[src/rtl/mimi_wb_bridge_if.sv]
`default_nettype none
// ============================================================================
// Module   : mimi_wb_bridge_if
// Brief    : Bundles the minimax data-port and Wishbone master signals of the bridge.
// Revision : 1.0  initial release
// ============================================================================
interface mimi_wb_bridge_if;
    logic [31:0] cpu_addr;
    logic [31:0] cpu_wdata;
    logic [3:0]  cpu_wmask;
    logic        cpu_rreq;
    logic [31:0] cpu_rdata;
    logic        cpu_stall;

    logic        wbm_cyc_o;
    logic        wbm_stb_o;
    logic        wbm_we_o;
    logic [3:0]  wbm_sel_o;
    logic [31:0] wbm_adr_o;
    logic [31:0] wbm_dat_o;
    logic [31:0] wbm_dat_i;
    logic        wbm_ack_i;
    logic        wbm_err_i;

    logic        err_clr;
    logic        bus_err;

    // Bridge side
    modport master (
        input  cpu_addr, cpu_wdata, cpu_wmask, cpu_rreq, err_clr,
        input  wbm_dat_i, wbm_ack_i, wbm_err_i,
        output cpu_rdata, cpu_stall, bus_err,
        output wbm_cyc_o, wbm_stb_o, wbm_we_o, wbm_sel_o, wbm_adr_o, wbm_dat_o
    );

    // CPU + Wishbone slave side
    modport slave (
        output cpu_addr, cpu_wdata, cpu_wmask, cpu_rreq, err_clr,
        output wbm_dat_i, wbm_ack_i, wbm_err_i,
        input  cpu_rdata, cpu_stall, bus_err,
        input  wbm_cyc_o, wbm_stb_o, wbm_we_o, wbm_sel_o, wbm_adr_o, wbm_dat_o
    );
endinterface
`default_nettype wire

[src/rtl/mimi_wb_bridge.sv]
`default_nettype none
// ============================================================================
// Module   : mimi_wb_bridge
// Brief    : Minimax data port to Wishbone classic master, with timeout abort.
// Revision : 1.0  initial release
// ============================================================================
module mimi_wb_bridge #(
    parameter int          TIMEOUT   = 255,
    parameter logic [31:0] ERR_RDATA = 32'hFFFF_FFFF
) (
    input  wire              clk,
    input  wire              rst_n,
    mimi_wb_bridge_if.master bus
);
    localparam logic [7:0] c_TMO_LAST = 8'(TIMEOUT - 1);

    typedef enum logic [1:0] {
        S_IDLE = 2'd0,
        S_WAIT = 2'd1,
        S_RESP = 2'd2
    } state_t;

    state_t      r_state;
    logic [7:0]  r_cnt;
    logic        r_cyc;
    logic        r_we;
    logic [3:0]  r_sel;
    logic [31:0] r_adr;
    logic [31:0] r_dat;
    logic [31:0] r_rdata;
    logic        r_bus_err;

    logic w_store;
    logic w_req;
    logic w_stall;
    logic w_unused_addr_bits;

    assign w_store            = |bus.cpu_wmask;
    assign w_req              = w_store | bus.cpu_rreq;
    assign w_unused_addr_bits = ^bus.cpu_addr[1:0];

    always_comb begin
        w_stall = 1'b0;
        case (r_state)
            S_IDLE:  w_stall = w_req;
            S_WAIT:  w_stall = 1'b1;
            default: w_stall = 1'b0;
        endcase
    end

    always_ff @(posedge clk or negedge rst_n) begin
        if (!rst_n) begin
            r_state   <= S_IDLE;
            r_cnt     <= 8'd0;
            r_cyc     <= 1'b0;
            r_we      <= 1'b0;
            r_sel     <= 4'h0;
            r_adr     <= 32'd0;
            r_dat     <= 32'd0;
            r_rdata   <= 32'd0;
            r_bus_err <= 1'b0;
        end else begin
            // Clear first so a same-cycle error set below takes precedence.
            if (bus.err_clr) begin
                r_bus_err <= 1'b0;
            end
            case (r_state)
                S_IDLE: begin
                    if (w_req) begin
                        r_adr   <= {bus.cpu_addr[31:2], 2'b00};
                        r_dat   <= bus.cpu_wdata;
                        r_we    <= w_store;
                        r_sel   <= w_store ? bus.cpu_wmask : 4'hF;
                        r_cyc   <= 1'b1;
                        r_cnt   <= 8'd0;
                        r_state <= S_WAIT;
                    end
                end
                S_WAIT: begin
                    if (bus.wbm_err_i || (!bus.wbm_ack_i && r_cnt == c_TMO_LAST)) begin
                        r_bus_err <= 1'b1;
                        if (!r_we) begin
                            r_rdata <= ERR_RDATA;
                        end
                        r_cyc   <= 1'b0;
                        r_state <= S_RESP;
                    end else if (bus.wbm_ack_i) begin
                        if (!r_we) begin
                            r_rdata <= bus.wbm_dat_i;
                        end
                        r_cyc   <= 1'b0;
                        r_state <= S_RESP;
                    end else begin
                        r_cnt <= r_cnt + 8'd1;
                    end
                end
                default: begin
                    r_state <= S_IDLE;
                end
            endcase
        end
    end

    assign bus.cpu_stall = rst_n & w_stall;
    assign bus.cpu_rdata = r_rdata;
    assign bus.bus_err   = r_bus_err;
    assign bus.wbm_cyc_o = r_cyc;
    assign bus.wbm_stb_o = r_cyc;
    assign bus.wbm_we_o  = r_we;
    assign bus.wbm_sel_o = r_sel;
    assign bus.wbm_adr_o = r_adr;
    assign bus.wbm_dat_o = r_dat;
endmodule
`default_nettype wire

[src/flat_wrapper.sv]
// flat-port wrapper written by rule: the top's interface ports become plain ports
module mimi_wb_bridge_flat 
#(
    parameter int          TIMEOUT   = 255,
    parameter logic [31:0] ERR_RDATA = 32'hFFFF_FFFF
)
  (clk, rst_n, bus_cpu_addr, bus_cpu_wdata, bus_cpu_wmask, bus_cpu_rreq, bus_err_clr, bus_wbm_dat_i, bus_wbm_ack_i, bus_wbm_err_i, bus_cpu_rdata, bus_cpu_stall, bus_bus_err, bus_wbm_cyc_o, bus_wbm_stb_o, bus_wbm_we_o, bus_wbm_sel_o, bus_wbm_adr_o, bus_wbm_dat_o);
  mimi_wb_bridge_if bus_i ();
  input  wire clk;
  input  wire rst_n;
  input wire logic [$bits(bus_i.cpu_addr)-1:0] bus_cpu_addr;
  input wire logic [$bits(bus_i.cpu_wdata)-1:0] bus_cpu_wdata;
  input wire logic [$bits(bus_i.cpu_wmask)-1:0] bus_cpu_wmask;
  input wire logic [$bits(bus_i.cpu_rreq)-1:0] bus_cpu_rreq;
  input wire logic [$bits(bus_i.err_clr)-1:0] bus_err_clr;
  input wire logic [$bits(bus_i.wbm_dat_i)-1:0] bus_wbm_dat_i;
  input wire logic [$bits(bus_i.wbm_ack_i)-1:0] bus_wbm_ack_i;
  input wire logic [$bits(bus_i.wbm_err_i)-1:0] bus_wbm_err_i;
  output wire logic [$bits(bus_i.cpu_rdata)-1:0] bus_cpu_rdata;
  output wire logic [$bits(bus_i.cpu_stall)-1:0] bus_cpu_stall;
  output wire logic [$bits(bus_i.bus_err)-1:0] bus_bus_err;
  output wire logic [$bits(bus_i.wbm_cyc_o)-1:0] bus_wbm_cyc_o;
  output wire logic [$bits(bus_i.wbm_stb_o)-1:0] bus_wbm_stb_o;
  output wire logic [$bits(bus_i.wbm_we_o)-1:0] bus_wbm_we_o;
  output wire logic [$bits(bus_i.wbm_sel_o)-1:0] bus_wbm_sel_o;
  output wire logic [$bits(bus_i.wbm_adr_o)-1:0] bus_wbm_adr_o;
  output wire logic [$bits(bus_i.wbm_dat_o)-1:0] bus_wbm_dat_o;
  assign bus_i.cpu_addr = bus_cpu_addr;
  assign bus_i.cpu_wdata = bus_cpu_wdata;
  assign bus_i.cpu_wmask = bus_cpu_wmask;
  assign bus_i.cpu_rreq = bus_cpu_rreq;
  assign bus_i.err_clr = bus_err_clr;
  assign bus_i.wbm_dat_i = bus_wbm_dat_i;
  assign bus_i.wbm_ack_i = bus_wbm_ack_i;
  assign bus_i.wbm_err_i = bus_wbm_err_i;
  assign bus_cpu_rdata = bus_i.cpu_rdata;
  assign bus_cpu_stall = bus_i.cpu_stall;
  assign bus_bus_err = bus_i.bus_err;
  assign bus_wbm_cyc_o = bus_i.wbm_cyc_o;
  assign bus_wbm_stb_o = bus_i.wbm_stb_o;
  assign bus_wbm_we_o = bus_i.wbm_we_o;
  assign bus_wbm_sel_o = bus_i.wbm_sel_o;
  assign bus_wbm_adr_o = bus_i.wbm_adr_o;
  assign bus_wbm_dat_o = bus_i.wbm_dat_o;
  mimi_wb_bridge #(.TIMEOUT(TIMEOUT), .ERR_RDATA(ERR_RDATA)) u_core (.clk(clk), .rst_n(rst_n), .bus(bus_i));
endmodule
[config.mk]
export PLATFORM = sky130hd
export DESIGN_NAME = mimi_wb_bridge_flat
export DESIGN_NICKNAME = d
export VERILOG_FILES = /design/src/rtl/mimi_wb_bridge_if.sv /design/src/rtl/mimi_wb_bridge.sv /design/src/flat_wrapper.sv
export SDC_FILE = /design/constraint.sdc
export NUM_CORES = 1
export LEC_CHECK = 0
export CAP_MARGIN = 20
export CORE_MARGIN = 10
export CORE_UTILIZATION = 45
export CTS_BUF_LIST = sky130_fd_sc_hd__clkbuf_2
export DETAILED_ROUTE_END_ITERATION = 12
export PLACE_DENSITY = 0.87
export SLEW_MARGIN = 20
export SYNTH_ARGS = -nofsm -noshare
export SYNTH_HDL_FRONTEND = slang
export SYNTH_SLANG_ARGS = --single-unit
[constraint.sdc]
create_clock -name clk -period 3.62 [get_ports clk]
set_input_delay 0.543 -clock clk [delete_from_list [all_inputs] [get_ports clk]]
set_output_delay 0.543 -clock clk [all_outputs]
set_load 0.03 [all_outputs]
==> impl_metrics.ini <==
[floorplanning]
io_pins = 211
coreArea_um2 = 9730
dieArea_um2 = 14400
fp.dieW_um = 120
initial_core_util_pct = 46.1
row_count = 36
die_h_um = 120

[placed_design]
dp_slack_ps = 714
gp_congestion = 0.780
hpwlAfterDp_mm = 9.93
numPortBuffers = 206

[cts]
cts-htree-levels = 3
path_clk_slew_ps = 300
numCtsBuffers = 9
clockBufferDepth = 2
cts_num_sinks = 111
cts_setup_buffers = 0
cts_resized = 0
cts_tree = yes
clk_latency_ps = 550
hold_buffers = 0
cts_root_buf = clkbuf_2

[worst_setup_path]
endpoint_kind = output port
path_max_fanout = 5
setup.worst_path.class = flop to output port
crit_required_ps = 3080
r2r_cells = 5
cp_data_arrival_time_ps = 2530
start_kind = flop

[grt]
grt_max_degree = 68
antenna_found_initial = 0
globalRouteOverflowTotal = 0
grt_use_total_pct = 17.5
grt_pass1_vias = 3910
grt_pass1_wl_mm = 20.5

[timing]
worst_pin_slew_ps = 790
timing.final.ws_setup_ps = 549
finalSetupTns_ps = 0
timing.final.hold_violations = 0
fmax_ghz = 0.326
slew_headroom_pct = 47.3
fin_skew_ps = 26.2
final.period_utilization_pct = 84.8
timing.hold.ws_ps = 47.9
period_needed_ps = 3070
timing.final.max_slew_violations = 0
setup_viol = 0
rsz0062_at_grt = no

[final_layout]
final_nets = 740
diodes = 0
final_common_cell = clkdlybuf4s50_1
drive_gt1_share_pct = 10.0
areaGrowthSynthToFinish_pct = 50.2
final_cell_mix = 205 x clkdlybuf4s50_1, 190 x nand2_1, 111 x dfrtp_1
fin_util_pct = 69.3

[detailed_routing]
ant_nets = 0
wl_mm = 13.0
drtPass1Iterations = 7
drc = 0
wl_per_cell_um = 16.9
first_iter_violations = 236
vias = 3706
viasPerCell = 4.81

[pwr]
powerDensity_nw_per_um2 = 955
comb_power_share_pct = 57.1
cellInternalPower_uw = 3520
pwr-share-seq_pct = 33.0
p_sw_share_pct = 45.3
vdd_drop_max_mv = 0.604
p_sw_uw = 2920
power_frac_clock_pct = 9.9
leakage_uw = 0.00300

[synth]
synth_area_leader_cell = dfrtp_1
syn-cell-area_um2 = 4490
synth.ff_latch_count = 111
synth_warnings = 0
synth_compound_area_share_pct = 11.5
synth_top_area_share_pct = 61.9
synth_area_leaders = dfrtp_1 62%, nand2_1 16%, o22a_2 6.5%
synthCells = 433
ys_seq_area_share_pct = 61.9
synthAdderAreaFrac_pct = 0.557
synth.area.mux_share_pct = 0
syn_avg_cell_area_um2 = 10.4
ys_types = 38
synth_top_family_by_area = simple AND/OR/NAND/NOR gates
yosys.area_share.xor_xnor_pct = 0
synthSimpleGateAreaFrac_pct = 21.7

[min_path]
hp-class = input pin to asynchronous set/reset pin

[job]
maxCapViolCount = 0

[outcome]
outcome = completed
power groups by stage:
stage	clock (µW)	combinational, µW	sequential [µW]
final	637	3680	2130
after global routing	699	3940	2200
after CTS	659	3740	2130
after detailed placement	0	3740	2170
after global placement	0	3650	2120
after floorplan	0	1150	3210
cell type report:
cell class / count / area (µm²)
repair buffers: 212 / 2120
multi-input cells: 294 / 1530
fillers: 764 / 2990
inverters: 4 / 15.0
well taps: 133 / 166
clock buffers: 9 / 45.0
clock inverters: 7 / 93.8
flip-flops and latches: 111 / 2780
worst max-delay path, cell delays in order (launching register included):
cell             delay [ps]
dfrtp_1                 540
or2_1                   330
a21oi_4                 160
nor2_1                   60
nor3b_1                 170
clkdlybuf4s50_1         730
per-stage QoR:
step	std cells	instance area, µm²	total power, µW
6_report	770	6740	6440
5_1_grt	770	6740	6840
4_1_cts	770	6740	6540
3_5_place_dp	754	6610	5900
3_3_place_gp	754	6610	5770
2_1_floorplan	434	4490	4370
state kept, by name, summed over array words and instances, names as in the netlist:
name,count
u_core.bus.bus_err,1
u_core.bus.cpu_rdata,32
u_core.bus.wbm_adr_o,30
u_core.bus.wbm_cyc_o,1
u_core.bus.wbm_dat_o,32
u_core.bus.wbm_sel_o,4
u_core.bus.wbm_we_o,1
u_core.r_cnt,8
u_core.r_state,2
per-layer routing:
layer	vias up	GRT usage, %	share of wire, %
li1	1811	-	-
met1	1744	20.3	40
met2	141	30.6	51
met3	10	5.53	8.1
met4	0	4.22	0.65
met5	-	0	0
synthesized netlist by cell type (all sizes together):
| cell | n |
|---|---|
| nand4b | 1 |
| ha | 2 |
| a211oi | 1 |
| or2b | 1 |
| a21oi | 7 |
| and4 | 1 |
| nor3b | 1 |
| o21a | 1 |
| nor4b | 1 |
| o22a | 32 |
| a41oi | 1 |
| nand3 | 9 |
| nor3 | 4 |
| inv | 4 |
| dfrtp | 111 |
| a21o | 1 |
| clkbuf | 3 |
| a22o | 3 |
| nand2 | 190 |
| nor4 | 3 |
| buf | 22 |
| a21boi | 1 |
| nor2b | 1 |
| a31oi | 1 |
| nand4 | 1 |
| nor2 | 13 |
| and3 | 2 |
| o21ai | 12 |
| conb | 1 |
| or2 | 2 |
kinds of logic (layout without fill, tap and decap cells):
logic type,count (synthesis),in the layout
flip-flops,111,111
other,1,2
AND/OR/NAND/NOR,230,230
AO/OA/AOI/OAI,60,60
buffers and inverters,29,232
adder cells (fa/ha/maj),2,2
worst paths after layout:
kind                                          startpoint                       end  slack [ps]
worst max-delay path                   u_core.r_state[1]             bus_cpu_stall         550
worst min-delay path                               rst_n   u_core.bus.cpu_rdata[1]          50
worst max register to register         u_core.r_state[1]           u_core.r_cnt[5]        1450
worst min register to register  u_core.bus.wbm_adr_o[17]  u_core.bus.wbm_adr_o[17]         500
max in group asynchronous                          rst_n  u_core.bus.wbm_adr_o[15]        2340
min in group clk                        bus_cpu_wdata[8]   u_core.bus.wbm_dat_o[8]         460
Note: power is estimated with default switching activity, not from simulation.
